$ cat config.mk
export PLATFORM = sky130hd
export DESIGN_NAME = plru_tree_update
export DESIGN_NICKNAME = d
export VERILOG_FILES = /design/src/rtl/plru_tree_update.sv
export SDC_FILE = /design/constraint.sdc
export NUM_CORES = 1
export LEC_CHECK = 0
export ABC_AREA = 1
export BUFFER_PORTS_ARGS = -buffer_cell sky130_fd_sc_hd__buf_2
export CORE_MARGIN = 1.5
export CORE_UTILIZATION = 48
export CTS_CLUSTER_DIAMETER = 200
export DETAILED_ROUTE_END_ITERATION = 8
export PLACE_DENSITY = 0.74
export RECOVER_POWER = 50
export SETUP_SLACK_MARGIN = 0.02
export SLEW_MARGIN = 20
export SYNTH_ARGS = -nofsm -noshare
export SYNTH_HDL_FRONTEND = slang
export SYNTH_SLANG_ARGS = --single-unit
$ cat constraint.sdc
create_clock -name clk -period 1.6 [get_ports clk]
set_input_delay 0.32 -clock clk [delete_from_list [all_inputs] [get_ports clk]]
set_output_delay 0.32 -clock clk [all_outputs]
set_load 0.05 [all_outputs]
$ cat src/rtl/plru_tree_update.sv
// Tree-PLRU update walker: on an access, walks root-to-leaf one level per clock,
// points every visited node away from the accessed way, then writes the vector once.
module plru_tree_update #(
  parameter int s_assoc = 8,
  parameter int s_width = $clog2(s_assoc)
) (
  input  logic               clk,
  input  logic               rst_n,
  input  logic               update_req,
  input  logic [s_width-1:0] update_way,
  input  logic [s_assoc-2:0] lru_in,
  input  logic               abort,
  output logic               update_ready,
  output logic [s_assoc-2:0] lru_out,
  output logic               lru_we,
  output logic               done
);

  typedef enum logic [1:0] {IDLE, WALK, WRITE} state_t;

  state_t             state;
  logic [s_width-1:0] way_q;
  logic [s_width-1:0] node_q;
  logic [s_width-1:0] level_q;
  logic [s_assoc-2:0] vec_q;

  logic [s_width-1:0] bit_idx;
  logic               dir;
  logic [s_width:0]   node_wide;
  logic               last_level;

  // Way bits are consumed MSB first, one per tree level.
  assign bit_idx    = s_width'(s_width - 1) - level_q;
  assign dir        = way_q[bit_idx];
  assign node_wide  = {node_q, 1'b0} + {{s_width{1'b0}}, dir} + (s_width + 1)'(1);
  assign last_level = (level_q == s_width'(s_width - 1));

  always_ff @(posedge clk or negedge rst_n) begin
    if (!rst_n) begin
      state   <= IDLE;
      way_q   <= '0;
      node_q  <= '0;
      level_q <= '0;
      vec_q   <= '0;
    end else begin
      case (state)
        IDLE: begin
          if (update_req) begin
            way_q   <= update_way;
            vec_q   <= lru_in;
            node_q  <= '0;
            level_q <= '0;
            state   <= WALK;
          end
        end
        WALK: begin
          if (abort) begin
            state <= IDLE;
          end else begin
            // Point the node away from the accessed subtree.
            vec_q[node_q] <= ~dir;
            node_q        <= node_wide[s_width-1:0];
            level_q       <= level_q + s_width'(1);
            if (last_level) state <= WRITE;
          end
        end
        WRITE:   state <= IDLE;
        default: state <= IDLE;
      endcase
    end
  end

  // Abort must suppress the strobe in the same cycle, so the write is gated combinationally.
  assign update_ready = (state == IDLE);
  assign lru_we       = (state == WRITE) && !abort;
  assign done         = lru_we;
  assign lru_out      = lru_we ? vec_q : '0;

endmodule
Word-level counts from Yosys, hierarchy flattened
Index checks and enable logic that the tools add are counted.

Bitwise logic cells: 1. Multiplexer cells: 18. Reductions and logical operators: 8. Equality and inequality tests: 6. Order comparisons: 3. Add/subtract/negate cells: 4.

Operator list (count): 7-bit 2-to-1 mux (3); 7-bit case mux with 2 select lines (1); 3-bit case mux with 2 select lines (2); 3-bit 2-to-1 mux (3); 7-bit bitwise mux (1); 3-bit by 1-bit adder with 3-bit output (second input constant) (2); 2-bit 2-to-1 mux (3); 3-bit by 4-bit < comparator with 1-bit output (second input constant) (1); 2-bit != test (second input constant) (2); 2-bit case mux with 2 select lines (1); 2-bit AND reduction (2); 3-bit by 1-bit adder with 3-bit output (1); 1-bit demux with 3-bit select (1); 3-bit by 2-bit == test with 1-bit output (second input constant) (1); 3-bit by 1-bit >= comparator with 1-bit output (second input constant) (1); 3-bit < comparator (second input constant) (1); 3-bit != test (second input constant) (1); 3-bit AND reduction (1); 2-bit by 3-bit subtractor with 3-bit output (first input constant) (1); 1-bit binary-select mux with 2-bit select (1); 2-bit by 1-bit == test with 1-bit output (second input constant) (1); 2-bit == test (second input constant) (1); 1-bit logical AND (2); 2-bit logical NOT (1); other kinds (4) (5).

Logic and storage cells: 45. Input port bits: 14. Flip-flop bits (word level): 18. Output and inout port bits: 10.

Depth between registers and ports, before layout
Gate-level depths: netlist (run 1).

Word-level depth: 7. Gate-level depth with buffers: 7. Mapped depth without buffers: 7.

Worst setup path after synthesis (run 1)
No wires, ideal clock.

Path type: register to output. Start point: reg state[1]. End point: out lru_out[0]. Path buffers: 0. Stages on the path, launching flop included: 5. Setup slack: -1402 ps. Data required time: 1280 ps. Arrival: 2682 ps. Cells stage by stage: dfrtp_1 > inv_1 > nor3_1 > inv_1 > nor2_1.

Longest elaborated chain between the ends: 3.

RTL lines: start: declaration (line 21) `state_t state;`; start signal: assignment (line 40) `state <= IDLE;`; start signal: assignment (line 53) `state <= WALK;`; start signal: assignment (line 58) `state <= IDLE;`; 2-bit == test (line 75) `assign lru_we = (state == WRITE) && !abort;`; 1-bit logical AND (line 75); named net done (line 16) `output logic done`; 7-bit 2-to-1 mux (line 77) `assign lru_out = lru_we ? vec_q : '0;`; end: declaration (line 14) `output logic [s_assoc-2:0] lru_out,`.

The timed path passes the listed nets, and every way through them passes these cells.

Worst setup path in the final report (run 1)
Start point: reg state[0]. End point: out lru_out[0].

Longest elaborated chain between the ends: 3.

RTL lines (line): 2-bit == test (75); 1-bit logical AND (75); 7-bit 2-to-1 mux (77).

No other way between the ends.

==> flow_summary.yaml, run 1 <==
run_status:
  status: "finished, violations left"
  violations: "setup timing"
power_and_ir_drop:
  powerDensity_nw_per_um2: 1641
  ir_worst_vdd_mv: 0.9883
  total_leakage_power_nw: 0.7723
  netSwitchingPower_mw: 1.164
  p_sw_share_pct: 47.10
  pwr-share-comb_pct: 58.7
  intPower_mw: 1.307
  clkPwrFrac_pct: 9.1
  share_seq_of_total_power_pct: 32.2
logic_synthesis:
  syn_area_um2: 1131
  synth_flop_cell: "dfrtp_1"
  synth_cells: 149
  synth_top_area_share_pct: 39.82
  yosysWarnings: 0
  yosysUniqueCellTypes: 25
  yosysTopAreaCell: "dfrtp_1"
  ys_ff_latch: 18
  seq_area_frac_synth_pct: 39.82
  ys_async_sr_fraction_pct: 100.0
  synth_edf_count: 0
  synth_nets: 166
  synth_area_per_cell_um2: 7.591
  synthTopCellsByArea: "dfrtp_1 40%, inv_1 9.3%, nand2_1 9.3%"
  synthTopCellsByCount: "28 x inv_1, 28 x nand2_1, 23 x nor2_1"
setup_path:
  worstPathRequired_ns: 1.28
  setup.worst_path.start: "state[0]"
  cp_cell_sequence: "nor3_4 > inv_2 > buf_12 > nor2_4 > buf_8"
  cpLargestDelayFamily: "flip-flops"
  crit_arrival_ns: 1.35
  slowest_delay_ns: 0.42
  criticalPathCategory: "reg -> out"
  reg2reg_from: "level_q[0]"
  crit_slowest_cell: "dfrtp_1"
  endpoint_kind: "primary output"
  worst-path-stages: 5
  rr_worst_depth: 7
  cp_num_buf_inv: 3
  critPathMaxFanout: 7
  r2r_setup_slack_ns: 0.09
  worstSetupEndpoint: "lru_out[0]"
  start_kind: "flip-flop"
  reg2reg_to: "node_q[2]"
cts:
  clock_insertion_delay_worst_skew_ns: 0.29
  clk_pin_slew_worst_paths_ns: 0.10
  cts_inserted_buffers: 3
  cts-root-buf: "clkbuf_4"
  clockBufferDepth: 2
  cts_sinks: 18
  h-tree-depth: 1
  cts_tree: "yes"
cells_and_area:
  areaGrowthSynthToFinish_pct: 33.19
  regArea_um2: 450.4
  nNetsFinal: 200
  finish.instance_area_um2: 1506
  diodes: 0
  stdcell_count: 209
  multi_input_area_um2: 606.8
  fillers: 181
  drive_above_1_share_pct: 33.15
sta:
  tightest_slew_ns: 0.9798
  hold_viol: 0
  fin_ws_ns: -0.07070
  skew_ns: 0.002761
  min_period_over_period_pct: 104.4
  setup_violations: 7
  final_max_slew_viol_count: 0
  rsz0062_at_grt: "true"
  period_minus_slack_ns: 1.671
  relSlewSlack_pct: 34.68
  max_freq_mhz: 598.6
place:
  place_congestion: 0.8583
  dp.cells: 203
  hpwlAfterDp_mm: 1.707
  placement.cell_area_um2: 1379
  port_buffers: 23
detailed_routing:
  drc: 0
  dr.pass1.iters: 4
  viasPerCell: 5.033
  num_vias: 1052
  drt_iter0_drc: 18
  wl_per_cell_um: 11.18
  ant_nets: 0
  totalWireLength_mm: 2.336
global_routing:
  grt_pass1_vias: 1015
  use_met1_pct: 22.68
  grt_max_degree: 19
  overflow: 0
  grt.total_usage_pct: 20.38
  grtUsageMet2_pct: 38.89
  antenna_found_initial: 0
  busiest_layer: "met2"
  met3_usage_pct: 3.736
  grt_pass1_wl_mm: 4.077
floorplanning:
  die_area_um2: 2657
  coreArea_um2: 2212
  dieHeight_um: 51.55
  die_w_um: 51.55
  ioPinCount: 24
  initial_utilization_pct: 51.13
  rows: 17
worst_hold_path:
  min_path_type: "in -> reg"
flow_run:
  max-cap-violations: 0
layer usage:
metal | routed length [um] | vias up
li1 | - | 532
met1 | 979 | 492
met2 | 1243 | 22
met3 | 82 | 6
met4 | 31 | 0
met5 | 0 | -
placed cells by master (no fill, tap or decap), types with 6 or more instances in the layout:
master	n
inv_1	27
dfrtp_1	18
nor2_4	9
a21oi_1	6
nand2_1	27
buf_6	9
buf_2	12
o21ai_0	7
nor2_1	16
nand3_1	9
a21oi_2	9
buf_4	7
power groups by stage:
stage          combinational [mW]  sequential [mW]  clock [mW]
2_1_floorplan                1.08            0.775           0
3_3_place_gp                 1.31            0.792           0
3_5_place_dp                 1.36            0.805           0
4_1_cts                      1.39            0.794       0.230
5_1_grt                      1.64            0.823       0.244
6_report                     1.45            0.797       0.225
logic make-up after synthesis:
kind of cell    Yosys count  synth area share (%)
fa+ha+maj                 3                 3.319
compound gates           24                 13.83
flops                    18                 39.82
simple gates             70                 28.76
buf+inv                  33                 13.50
xor+xnor                  1                0.7745
how the worst min path moves through the flow:
stage                  start          to  slack [ns]  depth (start not counted)
2_1_floorplan          rst_n  level_q[0]        0.02                          0
3_5_place_dp           rst_n    vec_q[3]        0.27                          1
6_report       update_way[2]    way_q[2]        0.22                          3
4_1_cts        update_way[2]    way_q[2]        0.22                          3
5_1_grt        update_way[2]    way_q[2]        0.23                          3
3_3_place_gp           rst_n    vec_q[3]        0.27                          1
worst register-to-register path, stage by stage, from the launching register on:
cell and delay (ns):
dfrtp_1 0.41, inv_1 0.12, ha_4 0.22, nand3b_1 0.19, nand2_2 0.09, ha_1 0.15
xnor2_1 0.12, o22ai_1 0.09
what timing repair did:
| item | in CTS | in global routing |
|---|---|---|
| resized for setup | 18 | 7 |
| setup buffers | 1 | 1 |
| hold buffers | 1 | 0 |
| setup endpoints to repair | 8 | 14 |
| hold endpoints to repair | 18 | 0 |
layout make-up:
class                   count  area share, %
well taps                  28          2.326
clock buffers               3          1.495
flip-flops and latches     18          29.90
repair buffers             33          18.77
inverters                  29          7.226
multi-input cells          98          40.28
stage by stage:
step / setup WS (ns) / TNS, ns / utilization, % / power (mW) / hold WS [ns]
after floorplan: -0.4522 / -3.335 / - / 1.854 / 0.02441
after global placement: 0.09270 / 0 / 62.33 / 2.098 / 0.2744
after detailed placement: 0.07137 / 0 / 62.33 / 2.162 / 0.2715
after CTS: -0.07443 / -0.5037 / 66.46 / 2.412 / 0.2213
after global routing: -0.1425 / -1.039 / 68.10 / 2.704 / 0.2298
final: -0.07070 / -0.4147 / 68.10 / 2.472 / 0.2215
flip-flops by register name, indices dropped and copies added (netlist names):
signal and flops:
level_q 3, node_q 3, state 2, vec_q 7, way_q 3
(Power assumes the default switching activity.)
==> run 2: changes to the inputs <==
Settings changed: CORE_UTILIZATION 48 to 55, PLACE_DENSITY 0.74 to 0.8.
Clock period 1.6 ns to 2.08 ns, I/O delays scaled along.
==> flow_summary.yaml, run 2 (synthesis results as in run 1) <==
run_status:
  status: "finished, final reports clean"
global_routing:
  grt_pass1_vias: 978
  antenna_found_initial: 0
  overflow: 0
  grt_pass1_wl_mm: 4.264
  grt_max_degree: 19
  grt.total_usage_pct: 23.28
setup_path:
  crit_slowest_cell: "dfrtp_2"
  start_kind: "flip-flop"
  cp_num_buf_inv: 2
  rr_worst_depth: 7
  cpLargestDelayFamily: "buffers and inverters"
  critPathMaxFanout: 7
  endpoint_kind: "primary output"
  r2r_setup_slack_ns: 0.31
  slowest_delay_ns: 0.44
  worstPathRequired_ns: 1.66
  criticalPathCategory: "reg -> out"
  worst-path-stages: 4
  crit_arrival_ns: 1.60
  cp_cell_sequence: "nor3_4 > clkinvlp_4 > nor2_2 > buf_6"
floorplanning:
  rows: 16
  die_area_um2: 2338
  initial_utilization_pct: 58.25
  dieHeight_um: 48.35
  coreArea_um2: 1942
  die_w_um: 48.35
  ioPinCount: 24
worst_hold_path:
  min_path_type: "in -> async"
cts:
  cts_tree: "yes"
  cts_hold_buf: 0
  clock_insertion_delay_worst_skew_ns: 0.31
  cts_inserted_buffers: 3
  clk_pin_slew_worst_paths_ns: 0.11
  cts-root-buf: "clkbuf_4"
  cts_sinks: 18
  h-tree-depth: 1
  clockBufferDepth: 2
power_and_ir_drop:
  total_leakage_power_nw: 0.7204
  ir_worst_vdd_mv: 0.7610
  powerDensity_nw_per_um2: 1315
cells_and_area:
  nNetsFinal: 192
  largest_reg_flops: 7
  drive_above_1_share_pct: 29.89
  largest-register: "vec_q"
  stdcell_count: 201
  fillers: 174
  fin_util_pct: 69.85
  areaGrowthSynthToFinish_pct: 19.91
  regArea_um2: 451.7
  diodes: 0
  multi_input_area_um2: 549.3
  final_cell_mix: "29 x nand2_1, 27 x inv_1, 17 x dfrtp_1"
  final_common_cell: "nand2_1"
place:
  place_congestion: 0.7651
  hpwlAfterDp_mm: 1.746
  port_buffers: 23
  dp.cells: 195
sta:
  max_freq_mhz: 495.6
  hold_viol: 0
  relSlewSlack_pct: 31.13
  min_period_over_period_pct: 97.01
  rsz0062_at_grt: "true"
  tightest_slew_ns: 1.033
  period_minus_slack_ns: 2.018
  setup_violations: 0
  skew_ns: 0.001344
  final_max_slew_viol_count: 0
detailed_routing:
  num_vias: 1028
  dr.pass1.iters: 4
  wl_per_cell_um: 12.15
  ant_nets: 0
  drt_iter0_drc: 28
  drc: 0
  totalWireLength_mm: 2.443
  viasPerCell: 5.114
flow_run:
  max-cap-violations: 0
## run 2: cell count changes in the layout (fill, tap and decap cells not counted), moves of 2 or more
cell / change
nand2_1: +2
nor2_4: -8
nor2_2: +8
nand2_2: -2
buf_6: -2
buf_2: +3
buf_4: -5
buf_12: -2
## run 2: per-layer routing
metal	track usage [%]	up-vias	wire [um]
met1	29.33	472	1003
li1	-	513	-
met2	38.19	36	1247
met5	0	-	0
met3	4.321	7	135
met4	12.38	0	56
## run 2: per-stage QoR
stage          instance area, um^2  hold slack [ns]  total power [mW]  setup slack (ns)  setup TNS (ns)
2_1_floorplan                 1160           0.1204             1.397          -0.07852         -0.5497
3_3_place_gp                  1265           0.3699             1.478            0.3807               0
3_5_place_dp                  1265           0.3771             1.544            0.3362               0
4_1_cts                       1301          0.03848             1.770           0.03813               0
5_1_grt                       1356           0.3023             1.952          0.004119               0
6_report                      1356           0.2525             1.783           0.06225               0
## run 2: power breakdown
group | switching, mW | internal, mW
Combinational | 0.622 | 0.315
Clock | 0.120 | 0.107
Sequential | 0.117 | 0.502
## run 2: cell type report
| cell class | count | share of cell area [%] |
|---|---|---|
| multi-input cells | 98 | 40.50 |
| flip-flops and latches | 18 | 33.30 |
| repair buffers | 25 | 12.73 |
| inverters | 29 | 8.303 |
| clock buffers | 4 | 2.675 |
| well taps | 27 | 2.491 |
## run 2: timing repair
| action | CTS | global route |
|---|---|---|
| endpoints found under the setup margin | 0 | 7 |
| setup buffers | 0 | 2 |
| gates resized for setup | 0 | 23 |
## run 2: path summary, 6_finish.rpt
kind / start / to
min in group clk: update_way[2] / way_q[2]
max reg2reg: level_q[0] / node_q[1]
min: rst_n / way_q[0]
min reg2reg: way_q[2] / way_q[2]
max: state[0] / lru_out[2]
max in group asynchronous: rst_n / state[0]
